==> src/rtl/alu_cmd_sequencer_pkg.sv <==
// Shared widths, FSM encoding and command packing for the ALU command sequencer.
package alu_cmd_sequencer_pkg;

  localparam int OPND_W = 4;
  localparam int RES_W  = 5;
  localparam int SEL_W  = 3;
  localparam int CMD_W  = 2 * OPND_W + SEL_W;

  typedef enum logic [1:0] {
    ST_IDLE  = 2'd0,
    ST_ISSUE = 2'd1,
    ST_DONE  = 2'd2
  } state_t;

  function automatic logic [CMD_W-1:0] pack_cmd(
    input logic [OPND_W-1:0] a,
    input logic [OPND_W-1:0] b,
    input logic [SEL_W-1:0]  sel
  );
    return {a, b, sel};
  endfunction

endpackage

==> src/rtl/alu_cmd_fifo.sv <==
// Command FIFO: power-of-two depth, wrapping pointers, occupancy count.
module alu_cmd_fifo
  import alu_cmd_sequencer_pkg::*;
#(
  parameter int DEPTH = 4,
  parameter int WIDTH = CMD_W
) (
  input  logic                       clock,
  input  logic                       reset_n,
  input  logic                       push,
  input  logic                       pop,
  input  logic [WIDTH-1:0]           din,
  output logic [WIDTH-1:0]           dout,
  output logic                       full,
  output logic                       empty,
  output logic [$clog2(DEPTH):0]     count
);

  localparam int PTR_W = $clog2(DEPTH);
  localparam int CNT_W = PTR_W + 1;

  logic [WIDTH-1:0] r_mem [DEPTH];
  logic [PTR_W-1:0] r_wr_ptr;
  logic [PTR_W-1:0] r_rd_ptr;
  logic [CNT_W-1:0] r_count;
  logic             w_push_ok;
  logic             w_pop_ok;

  assign w_push_ok = push && !full;
  assign w_pop_ok  = pop && !empty;
  assign full      = (r_count == CNT_W'(DEPTH));
  assign empty     = (r_count == '0);
  assign count     = r_count;
  assign dout      = r_mem[r_rd_ptr];

  // Storage, pointers and occupancy; simultaneous push and pop leave count as is.
  always_ff @(posedge clock or negedge reset_n) begin
    if (!reset_n) begin
      r_wr_ptr <= '0;
      r_rd_ptr <= '0;
      r_count  <= '0;
      for (int i = 0; i < DEPTH; i++) begin
        r_mem[i] <= '0;
      end
    end else begin
      if (w_push_ok) begin
        r_mem[r_wr_ptr] <= din;
        r_wr_ptr        <= r_wr_ptr + PTR_W'(1);
      end
      if (w_pop_ok) begin
        r_rd_ptr <= r_rd_ptr + PTR_W'(1);
      end
      case ({w_push_ok, w_pop_ok})
        2'b10:   r_count <= r_count + CNT_W'(1);
        2'b01:   r_count <= r_count - CNT_W'(1);
        default: r_count <= r_count;
      endcase
    end
  end

endmodule

==> src/rtl/alu_cmd_sequencer.sv <==
// Queues ALU commands, issues them one at a time to an external combinational
// ALU and holds each result until the consumer takes it.
module alu_cmd_sequencer
  import alu_cmd_sequencer_pkg::*;
#(
  parameter int DEPTH = 4
) (
  input  logic              clock,
  input  logic              reset_n,
  input  logic              in_valid,
  output logic              in_ready,
  input  logic [OPND_W-1:0] in_a,
  input  logic [OPND_W-1:0] in_b,
  input  logic [SEL_W-1:0]  in_sel,
  output logic [OPND_W-1:0] alu_a,
  output logic [OPND_W-1:0] alu_b,
  output logic [SEL_W-1:0]  alu_sel,
  input  logic [RES_W-1:0]  alu_out,
  output logic              out_valid,
  input  logic              out_ready,
  output logic [RES_W-1:0]  out_result,
  output logic [SEL_W-1:0]  out_sel,
  output logic              busy
);

  state_t                   r_state;
  state_t                   w_next;
  logic [OPND_W-1:0]        r_a;
  logic [OPND_W-1:0]        r_b;
  logic [SEL_W-1:0]         r_sel;
  logic [RES_W-1:0]         r_result;
  logic [SEL_W-1:0]         r_out_sel;
  logic                     w_pop;
  logic                     w_capture;
  logic                     w_full;
  logic                     w_empty;
  logic [CMD_W-1:0]         w_fifo_dout;
  logic [$clog2(DEPTH):0]   w_count;

  alu_cmd_fifo #(
    .DEPTH (DEPTH),
    .WIDTH (CMD_W)
  ) u_fifo (
    .clock   (clock),
    .reset_n (reset_n),
    .push    (in_valid),
    .pop     (w_pop),
    .din     (pack_cmd(in_a, in_b, in_sel)),
    .dout    (w_fifo_dout),
    .full    (w_full),
    .empty   (w_empty),
    .count   (w_count)
  );

  assign in_ready   = !w_full;
  assign alu_a      = r_a;
  assign alu_b      = r_b;
  assign alu_sel    = r_sel;
  assign out_result = r_result;
  assign out_sel    = r_out_sel;
  assign out_valid  = (r_state == ST_DONE);
  assign busy       = (r_state != ST_IDLE) || (w_count != '0);

  // FSM state register.
  always_ff @(posedge clock or negedge reset_n) begin
    if (!reset_n) begin
      r_state <= ST_IDLE;
    end else begin
      r_state <= w_next;
    end
  end

  // Next state; a DONE handshake with work queued goes straight back to ISSUE.
  always_comb begin
    w_next    = r_state;
    w_pop     = 1'b0;
    w_capture = 1'b0;
    case (r_state)
      ST_IDLE: begin
        if (!w_empty) begin
          w_pop  = 1'b1;
          w_next = ST_ISSUE;
        end else begin
          w_next = ST_IDLE;
        end
      end
      ST_ISSUE: begin
        w_capture = 1'b1;
        w_next    = ST_DONE;
      end
      ST_DONE: begin
        if (out_ready) begin
          if (!w_empty) begin
            w_pop  = 1'b1;
            w_next = ST_ISSUE;
          end else begin
            w_next = ST_IDLE;
          end
        end else begin
          w_next = ST_DONE;
        end
      end
      default: w_next = ST_IDLE;
    endcase
  end

  // Operand registers load only on a pop; result is captured at the end of ISSUE.
  always_ff @(posedge clock or negedge reset_n) begin
    if (!reset_n) begin
      r_a       <= '0;
      r_b       <= '0;
      r_sel     <= '0;
      r_result  <= '0;
      r_out_sel <= '0;
    end else begin
      if (w_pop) begin
        {r_a, r_b, r_sel} <= w_fifo_dout;
      end
      if (w_capture) begin
        r_result  <= alu_out;
        r_out_sel <= r_sel;
      end
    end
  end

endmodule
==> config.mk <==
export PLATFORM = sky130hd
export DESIGN_NAME = alu_cmd_sequencer
export DESIGN_NICKNAME = d
export VERILOG_FILES = /design/src/rtl/alu_cmd_sequencer_pkg.sv /design/src/rtl/alu_cmd_fifo.sv /design/src/rtl/alu_cmd_sequencer.sv
export SDC_FILE = /design/constraint.sdc
export NUM_CORES = 1
export LEC_CHECK = 0
export CAP_MARGIN = 20
export CORE_UTILIZATION = 60
export DETAILED_ROUTE_END_ITERATION = 10
export DONT_BUFFER_PORTS = 1
export PLACE_DENSITY = 0.86
export SETUP_SLACK_MARGIN = 0.02
export SLEW_MARGIN = 20
export SYNTH_ARGS = -nofsm -noshare
export SYNTH_HDL_FRONTEND = slang
export SYNTH_SLANG_ARGS = --single-unit
==> constraint.sdc <==
create_clock -name clock -period 4.5 [get_ports clock]
set_input_delay 0.45 -clock clock [delete_from_list [all_inputs] [get_ports clock]]
set_output_delay 0.45 -clock clock [all_outputs]
set_load 0.01 [all_outputs]
==> parameters.txt <==
Parameter                              Value

Synth
  Mapped cell area ... between 3000 and 4000 sq um
  Share of the yosys chip area belonging to registers ... 57.07%
  Syn Nets ... approximately 220
  Synth Instances ... approximately 190
  Number of warning messages in the yosys log ... 0
  Leading post-synthesis cells by instance count ... sky130_fd_sc_hd__dfrtp_1, sky130_fd_sc_hd__mux2_2, sky130_fd_sc_hd__mux4_2
  Number of synthesized flops with an enable pin ... 0
  Most numerous cell in the Yosys netlist ... sky130_fd_sc_hd__dfrtp_1
  Top cells by area in the synthesized netlist ... sky130_fd_sc_hd__dfrtp_1, sky130_fd_sc_hd__mux2_2, sky130_fd_sc_hd__mux4_2
  Library cell occupying the most area in the post-synthesis netlist ... sky130_fd_sc_hd__dfrtp_1
  Register bit total from synthesis ... just over 70
  Fraction of post-synthesis cell area in the top cell type by area ... a little under three fifths
  Most used DFF post-synth ... sky130_fd_sc_hd__dfrtp_1
  Average size of a mapped cell ... roughly 16 sq um
  Share of async-settable or async-resettable flops after synthesis ... 100.0%
  Library cells used by synthesis ... 26

Floorplan
  Width of the die ... roughly 75 um
  Vertical extent of the die ... 74.54 um
  Die ar. ... about 5600 sq um
  Initial standard-cell utilization of the core ... roughly 62%
  CORE AREA ... between 5000 and 6000 sq um
  Number of primary I/O pins ... 42
  # rows ... 26

Detailed routing
  Drt via density ... ~6.0
  Total Wirelength ... about 5500 um
  Detail-routed net length per standard cell ... a little over 20 um
  Drt pass-1 iters ... 4
  Number of DRC markers in iteration 0 ... between 90 and 100
  Number of remaining DRC errors ... 0
  Total via count in the routed design ... 1624
  Antenna-violating nets left ... 0

Finish
  Net count, final ... between 200 and 250
  Number of inserted diodes ... 0
  Area growth, synth to finish ... 9.394%
  Layout cell share with drive strength beyond 1 ... 43.78%
  Post-route cell area ... approximately 3500 sq um

Setup path
  Startpoint kind of the worst setup timing path ... register
  Launching instance or port of the critical path ... u_fifo.count[0]$_DFFE_PN0P_
  Startpoint of the most critical register-to-register path ... u_fifo.count[0]$_DFFE_PN0P_
  Maximum fanout along the worst path ... 6
  Required time at the worst-slack endpoint ... 4.76 ns
  Critical path destination ... u_fifo.count[2]$_DFFE_PN0P_
  Arrival @ worst endpoint ... between 2 and 3 ns
  Reg-to-Reg End ... u_fifo.count[2]$_DFFE_PN0P_
  Setup slack on the worst flop-to-flop path ... 2.17 ns
  Setup Crit Path Kind ... reg2reg
  Worst r2r path cells ... 8
  Worst Setup End Kind ... register

Power and ir drop
  P per Cell Area ... between 800 and 900 nW/um^2
  Static leakage ... ~1.5 nW
  Total power of the final layout ... around 0.0029 W
  Worst supply voltage drop on vdd ... 0.3461 mV

Clock tree
  H-tree depth ... 3
  Clk slew on worst S/H paths ... 0.07 ns
  TritonCTS clock tree ... built
  Clock sink total ... between 70 and 80
  CTS Root Cell ... sky130_fd_sc_hd__clkbuf_8
  Number of CTS-inserted buffers ... 9
  Clock Latency Late Sink ... between 0.3 and 0.4 ns
  Maximum root-to-sink buffer count ... 2

Global route
  Global routing usage on met3 ... between 6 and 7%
  Met2 track utilization from global routing ... between 30% and 40%
  Total gr overflow ... 0
  GRT Resource Usage Total ... between 20% and 30%
  Number of antenna violations at the first check in global routing ... 0
  Largest net degree at the start of global routing ... 73
  Most used routing layer in global routing ... met2
  Global routing usage on met1 ... between 20% and 30%
  Via count of the first global-routing pass ... 1760
  Wire length of the first global-routing pass ... about 8600 um

STA
  Final hold viol count ... 6
  Number of slew-limit violations in the final report ... 0
  Highest attainable clock frequency ... ~430 MHz
  Setup TNS ... 0 ns
  Setup repair after global routing missed its margin ... no
  Final cycle utilization of the critical path ... between 50% and 60%
  Post-layout minimum cycle time ... about 2.3 ns
  Skew final ... around 0.0044 ns
  Worst Setup Slack, final ... approximately 2.2 ns
  Slew at the pin with the worst max-slew slack ... approximately 0.76 ns
  Worst-case headroom to the max-slew limit ... between 40% and 50%
  Final setup violating endpoints ... 0
  Worst Hold Slack ... -0.008935 ns

Placement
  Instance area at placement ... about 3200 sq um
  DP HPWL ... around 3700 um
  Placer's final routability congestion estimate ... 0.6871
  Buffers on Ports ... 0
  Post-place setup slack ... 2.186 ns

Flow run
  Count of max-cap constraint violations ... 0

Min path
  Class of the most critical hold timing path ... in2async

Status
  Run status ... finished with violations
  Failing checks ... negative hold slack
[how the worst min path moves through the flow]
stage          startpoint                              to  slack [ns]  cells past startpoint
2_1_floorplan     reset_n            alu_a[0]$_DFFE_PN0N_        0.15                      0
3_3_place_gp      reset_n       out_result[0]$_DFFE_PN0N_        0.16                      0
3_5_place_dp      reset_n       out_result[1]$_DFFE_PN0N_        0.16                      0
4_1_cts           reset_n  u_fifo.r_rd_ptr[0]$_DFFE_PN0P_       0.006                      1
5_1_grt           reset_n       out_result[1]$_DFFE_PN0N_       0.003                      1
6_report          reset_n       out_result[3]$_DFFE_PN0N_      -0.009                      1
[through the flow]
stage	hold WS (ns)	cells	util (%)
global placement	0.1564	254	62.50
CTS	0.006064	271	68.05
finish	-0.008935	271	68.05
detailed placement	0.1560	254	62.50
floorplan	0.1544	192	-
global route	0.002954	271	68.05
[where the power goes]
part           switching (W)  internal, W  leakage, nW  total [W]
clock               0.000234     0.000398        0.126   0.000632
combinational       0.000355     0.000611        0.526   0.000966
sequential          0.000299     0.000991        0.854    0.00129
total               0.000889      0.00200         1.51    0.00289
[cell type report]
type                            count  area (sq um)
Fill cell                         324          1622
Clock buffer                       11         151.4
Inverter                            6         22.52
Tap cell                           70         87.58
Sequential cell                    72          1802
Timing Repair Buffer                2         35.03
Clock inverter                      5         102.6
Multi-Input combinational cell    105          1252
[cells by family after synthesis]
kind of cell	Yosys count	share of synthesized area, %
and+or+nand+nor	16	3.528
AOI/OAI and AO/OA	1	0.1584
xor gates and xnor gates	6	1.665
muxes	76	31.71
DFF	72	57.07
adders and majority gates	6	2.616
buffers and inverters	15	3.250
[per-layer routing]
metal,up-vias,wire [um]
met1,875,2116
met5,-,0
met3,8,356
met2,44,2939
met4,0,69
li1,697,-
[registers in the layout (all words and copies together) (netlist names)]
name             flops
out_result           5
u_fifo.r_mem        44
alu_b                4
u_fifo.r_wr_ptr      2
alu_sel              3
u_fifo.count         3
alu_a                4
r_state              2
out_sel              3
u_fifo.r_rd_ptr      2
[worst max-delay path: stages, from the launching register on]
cell and delay, ns:
sky130_fd_sc_hd__dfrtp_1 0.42, sky130_fd_sc_hd__or3b_1 0.53, sky130_fd_sc_hd__nand2_1 0.21, sky130_fd_sc_hd__ha_1 0.21, sky130_fd_sc_hd__inv_1 0.07, sky130_fd_sc_hd__fa_1 0.38
sky130_fd_sc_hd__xor2_1 0.16, sky130_fd_sc_hd__nor2_1 0.12, sky130_fd_sc_hd__xor2_1 0.16
[repair_timing]
| action | 4_1_cts | 5_1_grt |
|---|---|---|
| hold buffers | 1 | 0 |
| setup endpoints to repair | 0 | 0 |
| setup buffers | 0 | 0 |
| hold endpoints to repair | 72 | 0 |
| resized for setup | 0 | 0 |
[placed cells by master (no fill, tap or decap), types with 3 or more instances in the layout]
master                       n
sky130_fd_sc_hd__dfrtp_1    72
sky130_fd_sc_hd__clkbuf_8   11
sky130_fd_sc_hd__mux2_1      8
sky130_fd_sc_hd__mux2_4      4
sky130_fd_sc_hd__ha_1        5
sky130_fd_sc_hd__inv_1       6
sky130_fd_sc_hd__mux2_2     52
sky130_fd_sc_hd__xor2_1      4
sky130_fd_sc_hd__mux4_2      9
sky130_fd_sc_hd__nand3_2     4
sky130_fd_sc_hd__bufinv_16   3
No activity file was read; power rests on OpenSTA's default activity.
